### config.mk
export PLATFORM = sky130hd
export DESIGN_NAME = frame_buffer_arbiter
export DESIGN_NICKNAME = d
export VERILOG_FILES = /design/src/rtl/fb_pkg.sv /design/src/rtl/fb_wr_fifo.sv /design/src/rtl/frame_buffer_arbiter.sv
export SDC_FILE = /design/constraint.sdc
export NUM_CORES = 1
export LEC_CHECK = 0
export CAP_MARGIN = 20
export CORE_MARGIN = 4
export CORE_UTILIZATION = 35
export CTS_CLUSTER_DIAMETER = 30
export DETAILED_ROUTE_END_ITERATION = 12
export DONT_BUFFER_PORTS = 1
export SYNTH_ARGS = -nofsm -noshare
export SYNTH_HDL_FRONTEND = slang
export SYNTH_SLANG_ARGS = --single-unit
### constraint.sdc
create_clock -name vgaclk -period 8.7 [get_ports vgaclk]
set_input_delay 1.305 -clock vgaclk [delete_from_list [all_inputs] [get_ports vgaclk]]
set_output_delay 1.305 -clock vgaclk [all_outputs]
set_load 0.05 [all_outputs]
### src/rtl/fb_pkg.sv
// Shared frame-buffer types and default geometry for the arbiter, the VGA
// controller and the camera controller.
package fb_pkg;

  localparam int unsigned FB_AW    = 15;
  localparam int unsigned FB_DW    = 16;
  localparam int unsigned FB_DEPTH = 8;

  typedef enum logic [1:0] {
    G_NONE = 2'd0,
    G_RD   = 2'd1,
    G_WR   = 2'd2
  } gnt_t;

  typedef struct packed {
    logic [FB_AW-1:0] addr;
    logic [FB_DW-1:0] data;
  } fb_wr_t;

endpackage

### src/rtl/fb_wr_fifo.sv
// Synchronous write-queue FIFO holding camera {addr,data} entries until the
// frame RAM port is free.
module fb_wr_fifo
  import fb_pkg::*;
#(
  parameter int unsigned AW    = FB_AW,
  parameter int unsigned DW    = FB_DW,
  parameter int unsigned DEPTH = FB_DEPTH,
  localparam int unsigned PW   = $clog2(DEPTH),
  localparam int unsigned LW   = $clog2(DEPTH) + 1
) (
  input  logic          vgaclk,
  input  logic          reset_b,
  input  logic          push,
  input  logic          pop,
  input  logic [AW-1:0] push_addr,
  input  logic [DW-1:0] push_data,
  output logic [AW-1:0] head_addr,
  output logic [DW-1:0] head_data,
  output logic [LW-1:0] level,
  output logic          full,
  output logic          empty
);

  typedef struct packed {
    logic [AW-1:0] addr;
    logic [DW-1:0] data;
  } entry_t;

  entry_t        mem [DEPTH];
  entry_t        head;
  logic [PW-1:0] wr_ptr;
  logic [PW-1:0] rd_ptr;
  logic          push_ok;
  logic          pop_ok;

  assign full    = (level == LW'(DEPTH));
  assign empty   = (level == '0);
  assign push_ok = push & ~full;
  assign pop_ok  = pop & ~empty;

  assign head      = mem[rd_ptr];
  assign head_addr = empty ? '0 : head.addr;
  assign head_data = empty ? '0 : head.data;

  always_ff @(posedge vgaclk) begin
    if (push_ok) begin
      mem[wr_ptr] <= '{addr: push_addr, data: push_data};
    end
  end

  always_ff @(posedge vgaclk or negedge reset_b) begin
    if (!reset_b) begin
      wr_ptr <= '0;
      rd_ptr <= '0;
      level  <= '0;
    end else begin
      if (push_ok) wr_ptr <= wr_ptr + PW'(1);
      if (pop_ok)  rd_ptr <= rd_ptr + PW'(1);
      unique case ({push_ok, pop_ok})
        2'b10:   level <= level + LW'(1);
        2'b01:   level <= level - LW'(1);
        default: level <= level;
      endcase
    end
  end

endmodule

### src/rtl/frame_buffer_arbiter.sv
// Single-port frame RAM arbiter: VGA reads always win, queued camera writes
// drain into the RAM on every cycle the VGA side leaves idle.
module frame_buffer_arbiter
  import fb_pkg::*;
#(
  parameter int unsigned AW    = FB_AW,
  parameter int unsigned DW    = FB_DW,
  parameter int unsigned DEPTH = FB_DEPTH
) (
  input  logic                     vgaclk,
  input  logic                     reset_b,
  input  logic                     capture_en,
  input  logic                     wr_req,
  input  logic [AW-1:0]            wr_addr,
  input  logic [DW-1:0]            wr_data,
  output logic                     wr_ready,
  input  logic                     rd_req,
  input  logic [AW-1:0]            rd_addr,
  output logic                     rd_valid,
  output logic [DW-1:0]            rd_data,
  output logic [AW-1:0]            ram_addr,
  output logic [DW-1:0]            ram_data,
  output logic                     ram_wren,
  input  logic [DW-1:0]            ram_q,
  output logic [$clog2(DEPTH):0]   level,
  output logic [7:0]               drop_cnt,
  input  logic                     drop_clr
);

  gnt_t          gnt;
  gnt_t          gnt_q;
  logic          full;
  logic          empty;
  logic          push;
  logic          drop;
  logic [AW-1:0] head_addr;
  logic [DW-1:0] head_data;

  assign push = wr_req & capture_en & ~full;
  assign drop = wr_req & capture_en & full;

  fb_wr_fifo #(
    .AW    (AW),
    .DW    (DW),
    .DEPTH (DEPTH)
  ) u_fifo (
    .vgaclk    (vgaclk),
    .reset_b   (reset_b),
    .push      (push),
    .pop       (gnt == G_WR),
    .push_addr (wr_addr),
    .push_data (wr_data),
    .head_addr (head_addr),
    .head_data (head_data),
    .level     (level),
    .full      (full),
    .empty     (empty)
  );

  assign wr_ready = ~full;

  always_comb begin
    gnt = G_NONE;
    if (rd_req)      gnt = G_RD;
    else if (!empty) gnt = G_WR;
  end

  always_comb begin
    ram_addr = '0;
    unique case (gnt)
      G_RD:    ram_addr = rd_addr;
      G_WR:    ram_addr = head_addr;
      default: ram_addr = '0;
    endcase
  end

  assign ram_wren = (gnt == G_WR);
  assign ram_data = head_data;

  assign rd_valid = (gnt_q == G_RD);
  assign rd_data  = rd_valid ? ram_q : '0;

  always_ff @(posedge vgaclk or negedge reset_b) begin
    if (!reset_b) begin
      gnt_q <= G_NONE;
    end else begin
      gnt_q <= gnt;
    end
  end

  // Clear wins over a same-cycle drop so software always observes zero.
  always_ff @(posedge vgaclk or negedge reset_b) begin
    if (!reset_b) begin
      drop_cnt <= '0;
    end else if (drop_clr) begin
      drop_cnt <= '0;
    end else if (drop && (drop_cnt != '1)) begin
      drop_cnt <= drop_cnt + 8'd1;
    end
  end

endmodule

==> impl_metrics.tcl <==
set metrics [dict create \
    critPathMaxStageDelay_ps 920 \
    final_cell_area_um2 13000 \
    wl_met1_mm 8.61 \
    cp.required_ps 7390 \
    cts_buffer_depth 3 \
    avgRoutedWirePerCell_um 22.6 \
    clkTransAtPathRegs_ps 50 \
    synth_fp_nets 609 \
    synthTopCellsByArea "edfxtp_1 (70%), mux4_2 (13%), dfrtp_1 (4.7%)" \
    grt-ovfl-total 0 \
    drt-pass1-iter-count 5 \
    final_core_util_pct 43.6 \
    fin_crit_sh_pct 51.6 \
    drive_above_1_share_pct 29.3 \
    cp_slowest_cell "o21ai_1" \
    synth_area_leader_cell "edfxtp_1" \
    fin_setup_tns_ps 0 \
    synth_common_cells "edfxtp_1 (248), mux4_2 (62), mux2i_1 (32), nor2_1 (28), nand2_1 (27)" \
    min_period_ps 4490 \
    cts_setup_buffers 0 \
    drcViolationCount 0 \
    skew_ps 18.6 \
    finalNetCount 652 \
    slew_headroom_pct 27.1 \
    synthArstFlopShare_pct 7.46 \
    grt_pass1_vias 5746 \
    insertion_delay_ps 550 \
    die_x_um 182 \
    max_cap_viol_count 0 \
    viasPerCell 5.07 \
    cts_tree "yes" \
    cts_resized 0 \
    worst_slack_ps 4210 \
    num_rows 63 \
    syn_inst 535 \
    synth-seq-area-share_pct 74.7 \
    drtAntennaViolNets 0 \
    syn-mean-instance-area_um2 19.9 \
    grt_pass1_wl_mm 34.8 \
    stdcell_count 1011 \
    synthDistinctLibCells 33 \
    initial_core_util_pct 35.7 \
    powerDensity_nw_per_um2 374 \
    gp_congestion 0.664 \
    finalMaxSlewViolations 0 \
    die_h_um 182 \
    grt_max_degree 65 \
    placed_area_um2 11200 \
    dieArea_um2 33200 \
    cts_sinks 268 \
    synth-edff-count 248 \
    worstMarginPinSlew_ps 1090 \
    hold_class "in -> async" \
    setup_viol 0 \
    worst_setup_path_end_kind "output port" \
    netlist_area_um2 10600 \
    dr_wl_met2_mm 11.8 \
    antenna_found_initial 0 \
    crit_path_start_kind "flop" \
    yosysTopAreaCellShare_pct 70.0 \
    p_leak_uw 0.00434 \
    htreeDepth 2 \
    cts_hold_repair.buffers 0 \
    outcome "finished clean" \
    first_iter_violations 290 \
    dp.cells 913 \
    vdd_drop_max_uv 196 \
    worstPathArrival_ps 3180 \
    highest_layer "met4" \
    dp_hpwl_mm 12.5 \
    synth_most_common_cell "edfxtp_1" \
    place_ws_ps 4490 \
    ys.warnings.count 0 \
    area.growth.synth_to_final_pct 22.0 \
    hold_viol_final 0 \
    crit_type "reg -> out" \
    r2r_start "u_fifo.level[2]" \
    grt_usage_pct 13.8 \
    cts_buffers 52 \
    synth_seq_cells 268 \
    pin_count 130 \
    root_buffer "clkbuf_16" \
    rsz0062_at_grt "false" \
    diodes 0 \
    path_max_fanout 19 \
    wirelength_mm 22.8 \
    port_buffers 0 \
    wl_met3_mm 1.94 \
    ys.flop_type "edfxtp_1" \
    r2r_end "u_fifo.level[2]" \
    r2r_slack_ps 5170 \
    max_freq_mhz 223 \
    core_um2 29800 \
    num_vias 5125 \
    crit_chain "nor4_4 > buf_4 > or2_2 > o21ai_1" \
    r2r_cells 11 \
]
cell usage in the layout, fill, tap and decap left out, drive strengths merged, types with 13 or more instances in the layout:
cell,Yosys,layout
mux4,62,62
nand2,27,27
inv,6,18
and2,17,17
clkinv,0,17
buf,14,13
edfxtp,248,248
o21ai,18,18
dfrtp,20,20
clkbuf,10,57
nor2,28,28
mux2i,32,32
critical path, delay by kind of cell, from the launching register on:
| kind | cells | cell delay [ps] |
|---|---|---|
| AOI/OAI and AO/OA | 1 | 920 |
| buffers and inverters | 1 | 260 |
| DFF | 1 | 820 |
| and+or+nand+nor | 2 | 620 |
registers in the layout (all words and copies together) (netlist names):
signal         cells
gnt_q              2
u_fifo.level       4
u_fifo.wr_ptr      3
u_fifo.mem       248
drop_cnt           8
u_fifo.rd_ptr      3
per-stage QoR:
stage	hold WS (ps)	power, uW
floorplan	516	2680
global placement	547	2910
detailed placement	558	2930
CTS	424	4910
global route	423	5070
finish	452	4850
worst max-delay path by stage:
| stage | start | end | slack, ps |
|---|---|---|---|
| 6_report | u_fifo.level[2] | ram_addr[9] | 4210 |
| 5_1_grt | u_fifo.level[2] | ram_addr[9] | 4040 |
| 4_1_cts | u_fifo.rd_ptr[0] | ram_addr[9] | 3900 |
| 3_5_place_dp | u_fifo.rd_ptr[0] | ram_addr[9] | 4490 |
| 3_3_place_gp | u_fifo.rd_ptr[0] | ram_addr[9] | 4520 |
| 2_1_floorplan | wr_req | u_fifo.mem[0][0] | 4350 |
routing by layer:
layer,global-route usage (%),vias to the layer above
met5,0,-
met4,3.84,0
met3,5.44,42
met2,24.3,172
met1,15.7,2656
li1,-,2255
where the power goes:
part / internal [uW] / total (uW) / switching (uW)
registers: 1530 / 1660 / 129
logic: 426 / 1230 / 807
clock network: 1290 / 1960 / 668
layout make-up:
class	count	area [um^2]
inverter	6	22.5
multi-input combinational	237	2630
timing repair buffer	13	118
tap	390	488
fill	2575	16800
clock inverter	40	404
sequential	268	7950
clock buffer	57	1360
kinds of logic after synthesis:
family	Yosys count	synth area share (%)
compound gates	30	1.69
xor+xnor	10	0.823
flops	268	74.7
fa+ha+maj	6	0.706
mux	97	16.5
buf+inv	30	1.16
simple gates	94	4.43
Power figures use the tool's default switching activity.
